==> src/rtl/kf8259_interrupt_acknowledge_master_if.sv <==
// Signal bundle between the interrupt acknowledge master, the CPU core and the 8259 bus.
// The master modport is the acknowledge master; slave is the core/8259 side.
interface kf8259_interrupt_acknowledge_master_if;
  logic       interrupt;
  logic       interrupt_enable;
  logic       accept_strobe;
  logic [7:0] data_bus_in;
  logic       interrupt_acknowledge_n;
  logic       bus_lock_n;
  logic [7:0] vector;
  logic       vector_valid;
  logic       busy;

  modport master (
    input  interrupt,
    input  interrupt_enable,
    input  accept_strobe,
    input  data_bus_in,
    output interrupt_acknowledge_n,
    output bus_lock_n,
    output vector,
    output vector_valid,
    output busy
  );

  modport slave (
    output interrupt,
    output interrupt_enable,
    output accept_strobe,
    output data_bus_in,
    input  interrupt_acknowledge_n,
    input  bus_lock_n,
    input  vector,
    input  vector_valid,
    input  busy
  );
endinterface

==> src/rtl/kf8259_interrupt_acknowledge_master.sv <==
// CPU-side 8259 interrupt acknowledge master: two locked INTA# pulses, vector captured
// at the end of the second pulse and handed to the core with a one-cycle valid strobe.
module kf8259_interrupt_acknowledge_master #(
  parameter int INTA_LOW_CYCLES = 4,
  parameter int INTA_GAP_CYCLES = 2
) (
  input logic clock,
  input logic reset_n,
  kf8259_interrupt_acknowledge_master_if.master ack_bus
);

  localparam int MAX_CYCLES    = (INTA_LOW_CYCLES > INTA_GAP_CYCLES) ? INTA_LOW_CYCLES : INTA_GAP_CYCLES;
  localparam int COUNTER_WIDTH = (MAX_CYCLES > 1) ? $clog2(MAX_CYCLES) : 1;

  localparam logic [COUNTER_WIDTH-1:0] LOW_RELOAD = COUNTER_WIDTH'(INTA_LOW_CYCLES - 1);
  localparam logic [COUNTER_WIDTH-1:0] GAP_RELOAD = COUNTER_WIDTH'(INTA_GAP_CYCLES - 1);
  localparam logic [COUNTER_WIDTH-1:0] COUNT_ONE  = COUNTER_WIDTH'(1);

  localparam logic [2:0] IDLE    = 3'd0;
  localparam logic [2:0] INTA1   = 3'd1;
  localparam logic [2:0] GAP     = 3'd2;
  localparam logic [2:0] INTA2   = 3'd3;
  localparam logic [2:0] RECOVER = 3'd4;

  logic [2:0]               state;
  logic [COUNTER_WIDTH-1:0] counter;
  logic                     interrupt_meta;
  logic                     interrupt_sync;
  logic                     inta_n_q;
  logic                     lock_n_q;
  logic [7:0]               vector_q;
  logic                     vector_valid_q;
  logic                     busy_q;

  // INT is asynchronous to the core clock; only the second flop is ever used.
  // NOTE: sequential state uses non-blocking assignments so every flop samples pre-edge values.
  always_ff @(posedge clock or negedge reset_n) begin
    if (!reset_n) begin
      interrupt_meta <= 1'b0;
      interrupt_sync <= 1'b0;
    end else begin
      interrupt_meta <= ack_bus.interrupt;
      interrupt_sync <= interrupt_meta;
    end
  end

  always_ff @(posedge clock or negedge reset_n) begin
    if (!reset_n) begin
      state          <= IDLE;
      counter        <= '0;
      inta_n_q       <= 1'b1;
      lock_n_q       <= 1'b1;
      vector_q       <= 8'h00;
      vector_valid_q <= 1'b0;
      busy_q         <= 1'b0;
    end else begin
      case (state)
        IDLE: begin
          if (interrupt_sync && ack_bus.interrupt_enable && ack_bus.accept_strobe) begin
            state    <= INTA1;
            inta_n_q <= 1'b0;
            lock_n_q <= 1'b0;
            busy_q   <= 1'b1;
            counter  <= LOW_RELOAD;
          end
        end
        INTA1: begin
          if (counter == '0) begin
            inta_n_q <= 1'b1;
            counter  <= GAP_RELOAD;
            state    <= GAP;
          end else begin
            counter <= counter - COUNT_ONE;
          end
        end
        GAP: begin
          if (counter == '0) begin
            inta_n_q <= 1'b0;
            counter  <= LOW_RELOAD;
            state    <= INTA2;
          end else begin
            counter <= counter - COUNT_ONE;
          end
        end
        INTA2: begin
          // The 8259 drives the vector during the second pulse; take it as the pulse ends.
          if (counter == '0) begin
            vector_q       <= ack_bus.data_bus_in;
            vector_valid_q <= 1'b1;
            inta_n_q       <= 1'b1;
            lock_n_q       <= 1'b1;
            counter        <= GAP_RELOAD;
            state          <= RECOVER;
          end else begin
            counter <= counter - COUNT_ONE;
          end
        end
        RECOVER: begin
          vector_valid_q <= 1'b0;
          if (counter == '0) begin
            busy_q <= 1'b0;
            state  <= IDLE;
          end else begin
            counter <= counter - COUNT_ONE;
          end
        end
        default: begin
          state    <= IDLE;
          counter  <= '0;
          inta_n_q <= 1'b1;
          lock_n_q <= 1'b1;
          busy_q   <= 1'b0;
        end
      endcase
    end
  end

  assign ack_bus.interrupt_acknowledge_n = inta_n_q;
  assign ack_bus.bus_lock_n              = lock_n_q;
  assign ack_bus.vector                  = vector_q;
  assign ack_bus.vector_valid            = vector_valid_q;
  assign ack_bus.busy                    = busy_q;

endmodule

==> src/flat_wrapper.sv <==
// flat-port wrapper written by rule: the top's interface ports become plain ports
module kf8259_interrupt_acknowledge_master_flat 
#(
  parameter int INTA_LOW_CYCLES = 4,
  parameter int INTA_GAP_CYCLES = 2
)
  (clock, reset_n, ack_bus_interrupt, ack_bus_interrupt_enable, ack_bus_accept_strobe, ack_bus_data_bus_in, ack_bus_interrupt_acknowledge_n, ack_bus_bus_lock_n, ack_bus_vector, ack_bus_vector_valid, ack_bus_busy);
  kf8259_interrupt_acknowledge_master_if ack_bus_i ();
  input logic clock;
  input logic reset_n;
  input wire logic [$bits(ack_bus_i.interrupt)-1:0] ack_bus_interrupt;
  input wire logic [$bits(ack_bus_i.interrupt_enable)-1:0] ack_bus_interrupt_enable;
  input wire logic [$bits(ack_bus_i.accept_strobe)-1:0] ack_bus_accept_strobe;
  input wire logic [$bits(ack_bus_i.data_bus_in)-1:0] ack_bus_data_bus_in;
  output wire logic [$bits(ack_bus_i.interrupt_acknowledge_n)-1:0] ack_bus_interrupt_acknowledge_n;
  output wire logic [$bits(ack_bus_i.bus_lock_n)-1:0] ack_bus_bus_lock_n;
  output wire logic [$bits(ack_bus_i.vector)-1:0] ack_bus_vector;
  output wire logic [$bits(ack_bus_i.vector_valid)-1:0] ack_bus_vector_valid;
  output wire logic [$bits(ack_bus_i.busy)-1:0] ack_bus_busy;
  assign ack_bus_i.interrupt = ack_bus_interrupt;
  assign ack_bus_i.interrupt_enable = ack_bus_interrupt_enable;
  assign ack_bus_i.accept_strobe = ack_bus_accept_strobe;
  assign ack_bus_i.data_bus_in = ack_bus_data_bus_in;
  assign ack_bus_interrupt_acknowledge_n = ack_bus_i.interrupt_acknowledge_n;
  assign ack_bus_bus_lock_n = ack_bus_i.bus_lock_n;
  assign ack_bus_vector = ack_bus_i.vector;
  assign ack_bus_vector_valid = ack_bus_i.vector_valid;
  assign ack_bus_busy = ack_bus_i.busy;
  kf8259_interrupt_acknowledge_master #(.INTA_LOW_CYCLES(INTA_LOW_CYCLES), .INTA_GAP_CYCLES(INTA_GAP_CYCLES)) u_core (.clock(clock), .reset_n(reset_n), .ack_bus(ack_bus_i));
endmodule
==> config.mk <==
export PLATFORM = sky130hd
export DESIGN_NAME = kf8259_interrupt_acknowledge_master_flat
export DESIGN_NICKNAME = d
export VERILOG_FILES = /design/src/rtl/kf8259_interrupt_acknowledge_master_if.sv /design/src/rtl/kf8259_interrupt_acknowledge_master.sv /design/src/flat_wrapper.sv
export SDC_FILE = /design/constraint.sdc
export NUM_CORES = 1
export LEC_CHECK = 0
export ABC_AREA = 1
export BUFFER_PORTS_ARGS = -buffer_cell sky130_fd_sc_hd__buf_4
export CAP_MARGIN = 20
export CELL_PAD_IN_SITES_DETAIL_PLACEMENT = 1
export CELL_PAD_IN_SITES_GLOBAL_PLACEMENT = 2
export CORE_MARGIN = 1.5
export CORE_UTILIZATION = 31
export CTS_CLUSTER_DIAMETER = 40
export DETAILED_ROUTE_END_ITERATION = 8
export HOLD_SLACK_MARGIN = 0.03
export PLACE_DENSITY = 0.85
export SETUP_SLACK_MARGIN = 0.3
export SLEW_MARGIN = 10
export SYNTH_ARGS = -nofsm -noshare
export SYNTH_HDL_FRONTEND = slang
export SYNTH_SLANG_ARGS = --single-unit
==> constraint.sdc <==
create_clock -name clock -period 2.5 [get_ports clock]
set_clock_uncertainty 0.05 [all_clocks]
set_input_delay 0.25 -clock clock [delete_from_list [all_inputs] [get_ports clock]]
set_output_delay 0.25 -clock clock [all_outputs]
set_load 0.005 [all_outputs]
==> results of run 1 <==
## report_power, final
group | internal, uW | total, uW | switching, uW
combinational | 375 | 892 | 517
sequential | 466 | 599 | 133
clock | 62.3 | 160 | 98.0
total | 904 | 1650 | 748
## flip-flops by register name, summed over array words and instances, names as in the netlist
signal / flops
u_core.ack_bus.vector: 8
u_core.counter: 2
u_core.state: 3
u_core.ack_bus.bus_lock_n: 1
u_core.ack_bus.vector_valid: 1
u_core.ack_bus.interrupt_acknowledge_n: 1
u_core.interrupt_sync: 1
u_core.interrupt_meta: 1
u_core.ack_bus.busy: 1
## kinds of logic after synthesis
group / after synthesis / synth area share [%]
compound gates: 8 / 4.10
buf+inv: 20 / 8.46
fa+ha+maj: 3 / 3.85
flops: 19 / 49.0
simple gates: 74 / 34.6
## per-stage QoR
step / setup slack, ns / instances / hold slack (ns)
floorplan: 1.13 / 124 / -0.0956
global placement: 0.958 / 190 / 0.0887
detailed placement: 0.901 / 190 / 0.0930
CTS: 0.877 / 196 / 0.124
global route: 0.696 / 196 / 0.121
finish: 0.890 / 196 / 0.122
## worst max path at each step
stage | startpoint | end | slack, ns | cells after the start
final | u_core.counter[0]$_DFFE_PN0P_ | u_core.ack_bus.busy$_DFFE_PN0P_ | 0.89 | 7
after global routing | u_core.counter[0]$_DFFE_PN0P_ | u_core.state[1]$_DFFE_PN0P_ | 0.70 | 8
after global placement | u_core.counter[0]$_DFFE_PN0P_ | u_core.ack_bus.busy$_DFFE_PN0P_ | 0.96 | 7
after detailed placement | u_core.counter[0]$_DFFE_PN0P_ | u_core.ack_bus.busy$_DFFE_PN0P_ | 0.90 | 7
after CTS | u_core.counter[0]$_DFFE_PN0P_ | u_core.ack_bus.busy$_DFFE_PN0P_ | 0.88 | 7
after floorplan | u_core.counter[0]$_DFFE_PN0P_ | u_core.ack_bus.vector[0]$_DFFE_PN0P_ | 1.13 | 6
## per-layer routing
layer | GRT usage (%) | part of all wire [%] | vias to the layer above
li1 | - | - | 440
met1 | 18.1 | 43 | 408
met2 | 28.9 | 50 | 25
met3 | 2.62 | 5.3 | 3
met4 | 4.87 | 1.3 | 0
met5 | 0 | 0 | -
## cell type report
| type | instances | share of cell area, % |
|---|---|---|
| flip-flops and latches | 19 | 38.4 |
| multi-input cells | 85 | 33.3 |
| repair buffers | 27 | 16.7 |
| inverters | 17 | 5.12 |
| well taps | 44 | 4.42 |
| clock buffers | 4 | 2.11 |
## layout by cell type (no fill, tap or decap)
cell type      count
nand2_1           43
buf_4             25
nand3_1           20
dfrtp_1           17
inv_1             11
inv_2              5
o21ai_0            4
nor2_2             3
nand2_2            3
o21ai_1            3
ha_1               3
clkbuf_4           3
nor2_1             2
dlygate4sd3_1      2
dfstp_2            2
nand3_2            1
nor2_4             1
a21oi_1            1
nor3_2             1
clkinv_1           1
clkbuf_1           1
## worst register-to-register path, delay by kind of cell, from the launching register on
family | cells | cell delay (ns)
flops | 1 | 0.41
simple gates | 3 | 0.34
compound gates | 1 | 0.12
fa+ha+maj | 1 | 0.38
buf+inv | 2 | 0.21
==> flow_metrics.py, run 1 <==
metrics = {
    "synth": {
        "synth.area.top_cells": "dfrtp_1 (44%), nand2_1 (17%), nand3_1 (10%)",
        "synthTopCellsByCount": "nand2_1 (43), nand3_1 (20), dfrtp_1 (17), inv_1 (11), inv_2 (5)",
        "synth_top_area_share_pct": 43.6,
        "synth.largest_area_cell": "dfrtp_1",
        "synthesis.area_um2": 976,
        "synth_seq_cells": 19,
        "synth-edff-count": 0,
        "synth_most_common_cell": "nand2_1",
        "postSynthAreaPerCell_um2": 7.87,
        "ys_warn_count": 0,
        "syn_inst": 124,
        "async_flop_share_pct": 100,
        "ys_seq_area_share_pct": 49.0,
        "synth_cell_types": 19,
        "syn_nets": 140,
        "ys.flop_type": "dfrtp_1",
    },
    "cts": {
        "path_clk_slew_ns": 0.11,
        "cts_tree": "done",
        "insertion_delay_ns": 0.31,
        "htreeDepth": 1,
        "cts_sinks": 19,
        "cts_setup_buffers": 0,
        "ctsResizeCount": 0,
        "cts_inserted_buffers": 3,
        "hold_buffers": 2,
        "cts_buffer_depth": 2,
        "cts.root.buffer_cell": "clkbuf_4",
    },
    "min_path": {
        "min_from": "ack_bus_data_bus_in[0]",
        "whs_endpoint": "u_core.ack_bus.vector[0]$_DFFE_PN0P_",
        "hold_depth": 3,
        "hold_class": "input pin to flip-flop",
    },
    "timing": {
        "grt_setup_unrepaired": "no",
        "setup_tns_ns": 0,
        "setup-violations-final": 0,
        "fin_crit_sh_pct": 64.4,
        "fmax_ghz": 0.621,
        "tightest_slew_ns": 0.380,
        "period_needed_ns": 1.61,
        "finalHoldViolCount": 0,
        "maxSlewHeadroom_pct": 74.7,
        "finalMaxSlewViolations": 0,
    },
    "global_route": {
        "antenna_found_initial": 0,
        "first_global_vias": 934,
        "grt_max_degree": 20,
        "grt_pass1_wl_mm": 4.06,
        "grt_use_total_pct": 15.6,
        "grt_overflow": 0,
    },
    "critical_path": {
        "r2r-end": "u_core.ack_bus.busy$_DFFE_PN0P_",
        "cp_slowest_cell": "dfrtp_1",
        "crit_fanout": 11,
        "worstPathRequired_ns": 2.65,
        "path_buf_inv": 2,
        "max_stage_delay_ns": 0.41,
        "cp_top_family": "flip-flops",
        "r2r-start": "u_core.counter[0]$_DFFE_PN0P_",
        "start_kind": "flip-flop",
        "critPathArrivalTime_ns": 1.76,
        "r2r_slack_ns": 0.89,
        "crit_type": "flip-flop to flip-flop",
        "end_kind": "flip-flop",
        "path_cells": "inv_1 > ha_1 > inv_1 > nand3_1 > nand2_1 > o21ai_1 > nand2_1",
        "r2r_cells": 7,
    },
    "drt": {
        "antenna_left": 0,
        "dr.pass1.iters": 4,
        "drt-wirelength-per-cell_um": 12.1,
        "drt_iter0_drc": 17,
        "vias": 876,
        "post_drt_via_cell_ratio": 4.47,
        "drc": 0,
        "drt_wl_total_mm": 2.36,
    },
    "placed_design": {
        "place_area_mm2": 0.00120,
        "portBuffers": 24,
        "dpl.hpwl_mm": 1.87,
        "place.gp.congestion": 0.805,
    },
    "power_and_ir_drop": {
        "leakage_uw": 0.000684,
        "power_uw": 1650,
        "pwr_density_cell_mw_per_mm2": 1330,
        "max-vdd-ir-drop_mv": 0.372,
    },
    "final_layout": {
        "antenna_cells": 0,
        "finalCoreUtilization_pct": 41.2,
        "nFillCells": 372,
        "stdcell_area_mm2": 0.00125,
        "regArea_um2": 478,
        "area_growth_pct": 27.7,
        "layout.nets": 169,
        "multi_input_area_um2": 415,
        "drive_gt1_share_pct": 28.9,
    },
    "floorplanning": {
        "initial_core_util_pct": 32.2,
        "die_area_mm2": 0.00349,
        "dieHeight_um": 59.1,
        "die_w_um": 59.1,
        "pin_count": 25,
        "row_count": 20,
        "core_mm2": 0.00303,
    },
    "status": {
        "status": "finished clean",
    },
    "job": {
        "maxCapViolCount": 0,
    },
}
Note: power is estimated with default switching activity, not from simulation.
==> inputs of run 2 (changes only) <==
- CORE_UTILIZATION: 31 -> 26
- PLACE_DENSITY: 0.85 -> 0.76
- clock period: 2.5 -> 1.4 ns (I/O delays scaled with it)
==> run 2 against run 1 <==
Compared with the run above:
- core utilization up 5.2 points
- power rose to 2.7 times the previous value
- non-clock buffer count up 27
- maximum frequency up 20%
- cell area up 35%
- highest routed layer unchanged
==> flow_metrics.py, run 2 (synthesis results as in run 1) <==
metrics = {
    "floorplanning": {
        "core_mm2": 0.00363,
        "die_area_mm2": 0.00413,
        "pin_count": 25,
        "die_w_um": 64.3,
        "row_count": 22,
        "dieHeight_um": 64.3,
        "initial_core_util_pct": 26.9,
    },
    "drt": {
        "antenna_left": 0,
        "drt-wirelength-per-cell_um": 14.8,
        "drt_iter0_drc": 15,
        "dr.pass1.iters": 4,
        "post_drt_via_cell_ratio": 4.58,
        "drt_wl_total_mm": 3.39,
        "vias": 1044,
        "drc": 0,
    },
    "global_route": {
        "grt_max_degree": 20,
        "grt_pass1_wl_mm": 5.43,
        "grt_use_total_pct": 17.5,
        "first_global_vias": 1110,
        "grt_overflow": 0,
        "antenna_found_initial": 0,
    },
    "cts": {
        "cts_buffer_depth": 2,
        "insertion_delay_ns": 0.27,
        "path_clk_slew_ns": 0.08,
        "htreeDepth": 1,
        "cts.root.buffer_cell": "clkbuf_8",
        "cts_inserted_buffers": 3,
        "cts_sinks": 19,
        "cts_tree": "done",
    },
    "final_layout": {
        "layout.nets": 197,
        "area_growth_pct": 72.6,
        "layout_common_cells": "buf_4 (43), nand2_1 (35), nand3_1 (14), dfrtp_1 (14)",
        "drive_gt1_share_pct": 58.3,
        "stdcell_area_mm2": 0.00168,
        "largest_register_ffs": 8,
        "antenna_cells": 0,
        "mostFrequentLayoutCell": "buf_4",
    },
    "critical_path": {
        "critPathArrivalTime_ns": 1.45,
        "crit_fanout": 4,
        "cp_slowest_cell": "dfrtp_2",
        "worstPathRequired_ns": 1.51,
        "end_kind": "flip-flop",
        "r2r_slack_ns": 0.06,
        "max_stage_delay_ns": 0.47,
        "path_common_cell": "nor2_4",
        "r2r_cells": 6,
        "start_kind": "flip-flop",
        "path_cells": "nor2_4 > nand2_4 > nor2_4 > nor2_4 > nand3_2 > nand2_1",
        "r2r-end": "u_core.state[0]$_DFFE_PN0P_",
        "crit_type": "flip-flop to flip-flop",
        "r2r-start": "u_core.state[0]$_DFFE_PN0P_",
    },
    "placed_design": {
        "dpl.hpwl_mm": 2.05,
        "place_area_mm2": 0.00127,
        "portBuffers": 24,
        "place.gp.congestion": 0.737,
        "place_ws_ns": 0.0351,
    },
    "timing": {
        "finalHoldViolCount": 0,
        "period_needed_ns": 1.34,
        "finalMaxSlewViolations": 0,
        "tightest_slew_ns": 0.304,
        "fmax_ghz": 0.746,
        "setup_tns_ns": 0,
        "fin_crit_sh_pct": 95.8,
        "fin_ws_ns": 0.0589,
        "setup-violations-final": 0,
        "grt_setup_unrepaired": "yes",
        "maxSlewHeadroom_pct": 79.7,
    },
    "power_and_ir_drop": {
        "power_uw": 4520,
        "max-vdd-ir-drop_mv": 0.770,
        "power.share.clock_pct": 9.0,
        "leakage_uw": 0.000856,
        "pwr_density_cell_mw_per_mm2": 2680,
        "power_frac_seq_pct": 24.1,
        "p_comb_share_pct": 66.9,
        "internal_power_uw": 2500,
        "switching_share_pct": 44.8,
        "p_switching_uw": 2020,
    },
    "min_path": {
        "whs_endpoint": "u_core.ack_bus.vector[4]$_DFFE_PN0P_",
        "hold_class": "input pin to flip-flop",
        "hold_depth": 3,
        "min_from": "ack_bus_data_bus_in[4]",
    },
    "status": {
        "status": "finished clean",
    },
    "job": {
        "maxCapViolCount": 0,
    },
}
## run 2: cell count changes in the layout (fill, tap and decap cells not counted), sizes merged
cell and delta:
buf +27, clkbuf -1, clkinv +1, nand2 +1
## run 2: metrics by stage
stage          instances  hold WS (ns)  utilization (%)
6_report             228        0.0537             46.3
3_3_place_gp         196       -0.0111             34.9
2_1_floorplan        124        -0.206                -
4_1_cts              221        0.0556             43.3
3_5_place_dp         196      -0.00934             34.9
5_1_grt              228        0.0642             46.3
## run 2: worst max-delay path by stage
stage / depth (start not counted) / to / from
after floorplan: 7 / u_core.counter[0]$_DFFE_PN0P_ / u_core.counter[0]$_DFFE_PN0P_
after global placement: 7 / u_core.ack_bus.busy$_DFFE_PN0P_ / u_core.counter[0]$_DFFE_PN0P_
after detailed placement: 7 / u_core.state[2]$_DFFE_PN0P_ / u_core.state[0]$_DFFE_PN0P_
after CTS: 7 / u_core.state[2]$_DFFE_PN0P_ / u_core.state[0]$_DFFE_PN0P_
after global routing: 8 / u_core.state[0]$_DFFE_PN0P_ / u_core.counter[0]$_DFFE_PN0P_
final: 6 / u_core.state[0]$_DFFE_PN0P_ / u_core.state[0]$_DFFE_PN0P_
## run 2: area by class of cell
type	count	area, um2
Fill cell	429	1950
Timing Repair Buffer	54	444
Clock buffer	3	41.3
Inverter	17	73.8
Clock inverter	1	5.00
Multi-Input combinational cell	86	578
Sequential cell	19	482
Tap cell	48	60.1
## run 2: power groups by stage
stage	registers (uW)	clock network, uW	logic [uW]
after floorplan	1040	0	1260
after global placement	1050	0	1830
after detailed placement	1060	0	1900
after CTS	1070	416	2630
after global routing	1120	449	3310
final	1090	409	3020
## run 2: timing repair
item	4_1_cts	5_1_grt
gates resized for setup	27	20
buffers inserted	17	7
hold endpoints to repair	20	0
gates cloned	2	0
pin swaps	16	12
hold buffers	2	0
endpoints found under the setup margin	19	19
## run 2: critical path, delay by kind of cell, from the launching register on
family | cells | cell delay, ns
and+or+nand+nor | 6 | 0.71
DFF | 1 | 0.47
## run 2: metal layers
layer	track usage, %	vias to the layer above	wire (um)
met5	0	-	0
met4	6.91	0	34
met3	3.52	4	124
met2	33.1	29	1920
met1	18.9	507	1300
li1	-	504	-
==> inputs of run 3 (changes only) <==
- ABC_AREA: 1 -> unset
- CORE_UTILIZATION: 26 -> 29
==> run 3 against run 2 <==
Compared with the run above:
- the run now ends with negative setup slack left
- non-clock buffer count grew 4
- clock power decreased by 34%
- clock-buffer cell count stayed put
- synthesized cell count fell by 40%
- die area shrank 15%
- setup slack worse by 0.083 ns
- cell area down 0.22%
- power fell by 14%
- global-route usage is essentially flat
- core utilization increased by 9.1 points
- cell count fell by 21%
==> flow_metrics.py, run 3 <==
metrics = {
    "status": {
        "status": "finished with violations",
        "violations": "negative setup slack",
    },
    "critical_path": {
        "r2r-start": "u_core.counter[0]$_DFFE_PN0P_",
        "worstPathRequired_ns": 1.58,
        "critPathArrivalTime_ns": 1.61,
        "crit_fanout": 3,
        "crit_type": "flip-flop to flip-flop",
        "startpoint": "u_core.counter[0]$_DFFE_PN0P_",
        "start_kind": "flip-flop",
        "end_kind": "flip-flop",
    },
    "synth": {
        "synth.area.top_cells": "dfrtp_1 (47%), mux2_2 (9.9%), dfstp_2 (5.8%)",
        "syn_nets": 91,
        "async_flop_share_pct": 100,
        "synth-edff-count": 0,
        "synthesis.area_um2": 913,
        "synth_most_common_cell": "dfrtp_1",
        "synth_top_area_share_pct": 46.6,
        "ys.flop_type": "dfrtp_1",
        "syn_inst": 75,
        "synth_seq_cells": 19,
        "postSynthAreaPerCell_um2": 12.2,
        "ys_seq_area_share_pct": 52.3,
        "synthTopCellsByCount": "dfrtp_1 (17), mux2_2 (8), inv_1 (4), nand2_1 (4), o22ai_1 (4)",
        "synth_cell_types": 36,
        "ys_warn_count": 0,
        "synth.largest_area_cell": "dfrtp_1",
    },
    "cts": {
        "htreeDepth": 1,
        "cts.root.buffer_cell": "clkbuf_4",
        "cts_buffer_depth": 2,
        "cts_sinks": 19,
        "path_clk_slew_ns": 0.11,
        "cts_inserted_buffers": 3,
        "insertion_delay_ns": 0.29,
        "cts_tree": "done",
    },
    "timing": {
        "setup_tns_ns": -0.0240,
        "grt_setup_unrepaired": "yes",
        "fmax_ghz": 0.702,
        "setup-violations-final": 1,
        "fin_ws_ns": -0.0240,
        "fin_crit_sh_pct": 102,
        "finalHoldViolCount": 0,
        "maxSlewHeadroom_pct": 81.7,
        "finalMaxSlewViolations": 0,
        "period_needed_ns": 1.42,
        "whs_ns": 0.199,
        "tightest_slew_ns": 0.273,
    },
    "global_route": {
        "first_global_vias": 923,
        "grt_use_total_pct": 17.5,
        "antenna_found_initial": 0,
        "grt_overflow": 0,
        "grt_pass1_wl_mm": 4.49,
        "grt_max_degree": 20,
    },
    "drt": {
        "drc": 0,
        "dr.pass1.iters": 3,
        "vias": 846,
        "drt_iter0_drc": 14,
        "drt-wirelength-per-cell_um": 16.3,
        "drt_wl_total_mm": 2.92,
        "post_drt_via_cell_ratio": 4.73,
        "antenna_left": 0,
    },
    "final_layout": {
        "largest_register_ffs": 8,
        "mostFrequentLayoutCell": "buf_4",
        "layout.nets": 152,
        "layout_common_cells": "buf_4 (36), dfrtp_1 (17), buf_6 (11), dlygate4sd3_1 (10), mux2_4 (8)",
        "area_growth_pct": 84.0,
        "stdcell_area_mm2": 0.00168,
        "drive_gt1_share_pct": 68.9,
        "antenna_cells": 0,
    },
    "power_and_ir_drop": {
        "leakage_uw": 0.000780,
        "max-vdd-ir-drop_mv": 0.908,
        "pwr_density_cell_mw_per_mm2": 2320,
    },
    "floorplanning": {
        "row_count": 20,
        "pin_count": 25,
        "initial_core_util_pct": 30.2,
        "die_w_um": 59.1,
        "dieHeight_um": 59.1,
        "die_area_mm2": 0.00350,
        "core_mm2": 0.00303,
    },
    "min_path": {
        "hold_class": "input pin to async pin",
    },
    "placed_design": {
        "place.gp.congestion": 0.786,
        "place_area_mm2": 0.00119,
        "place_ws_ns": -0.0441,
        "portBuffers": 24,
        "dpl.hpwl_mm": 1.54,
    },
    "job": {
        "maxCapViolCount": 0,
    },
}
==> run 3: cells by family (layout without fill, tap and decap cells) <==
group,Yosys count,after routing,share of synthesized area [%]
AO/OA/AOI/OAI,16,16,12.5
XOR/XNOR,1,1,0.959
adder cells (fa/ha/maj),4,4,5.21
buffers and inverters,8,67,4.66
flip-flops,19,19,52.3
multiplexers,8,8,9.86
AND/OR/NAND/NOR,19,20,14.5
==> run 3: per-layer routing <==
metal	GRT usage, %	wire length, um
met3	4.59	120
met2	32.4	1640
met5	0	0
met1	19.1	1140
met4	5.84	21
==> run 3: cell type report <==
cell class / instances / area [um2]
sequential: 19 / 478
inverter: 5 / 25.0
tap: 44 / 55.1
multi-input combinational: 49 / 581
timing repair buffer: 58 / 514
clock inverter: 1 / 5.00
clock buffer: 3 / 22.5
fill: 319 / 1350
==> run 3: critical path, stage by stage (launching register included) <==
cell and delay, ns:
dfrtp_1 0.41, inv_2 0.11, ha_4 0.20, maj3_2 0.31
o21ai_2 0.12, a32o_1 0.16
==> run 3: power by group <==
group | internal (uW) | switching (uW) | total [uW]
clock | 106 | 162 | 268
sequential | 818 | 171 | 988
combinational | 1530 | 1110 | 2630
total | 2450 | 1440 | 3890
==> run 3: what timing repair did <==
item                                   4_1_cts  5_1_grt
setup buffers                               10        9
hold buffers                                10        0
setup endpoints to repair                   19       19
pin swaps                                    6        8
gates resized for setup                     34       11
cloned                                       1        0
endpoints found under the hold margin       28        0
==> run 3: through the flow <==
stage | instances | utilization (%) | power (uW)
after floorplan | 75 | - | 1930
after global placement | 145 | 39.3 | 2430
after detailed placement | 145 | 39.3 | 2480
after CTS | 170 | 51.4 | 3460
after global routing | 179 | 55.5 | 4150
final | 179 | 55.5 | 3890
==> run 3: worst paths after layout <==
check | end | slack, ns | cells past startpoint
hold reg to reg | u_core.interrupt_sync$_DFF_PN0_ | 0.31 | 0
setup / recovery | u_core.counter[1]$_DFFE_PN0P_ | -0.02 | 5
min in group clock | u_core.ack_bus.bus_lock_n$_DFFE_PN1P_ | 0.29 | 4
hold / removal | u_core.ack_bus.vector[6]$_DFFE_PN0P_ | 0.20 | 2
max in group asynchronous | u_core.ack_bus.bus_lock_n$_DFFE_PN1P_ | 0.84 | 2
setup reg to reg | u_core.counter[1]$_DFFE_PN0P_ | -0.02 | 5
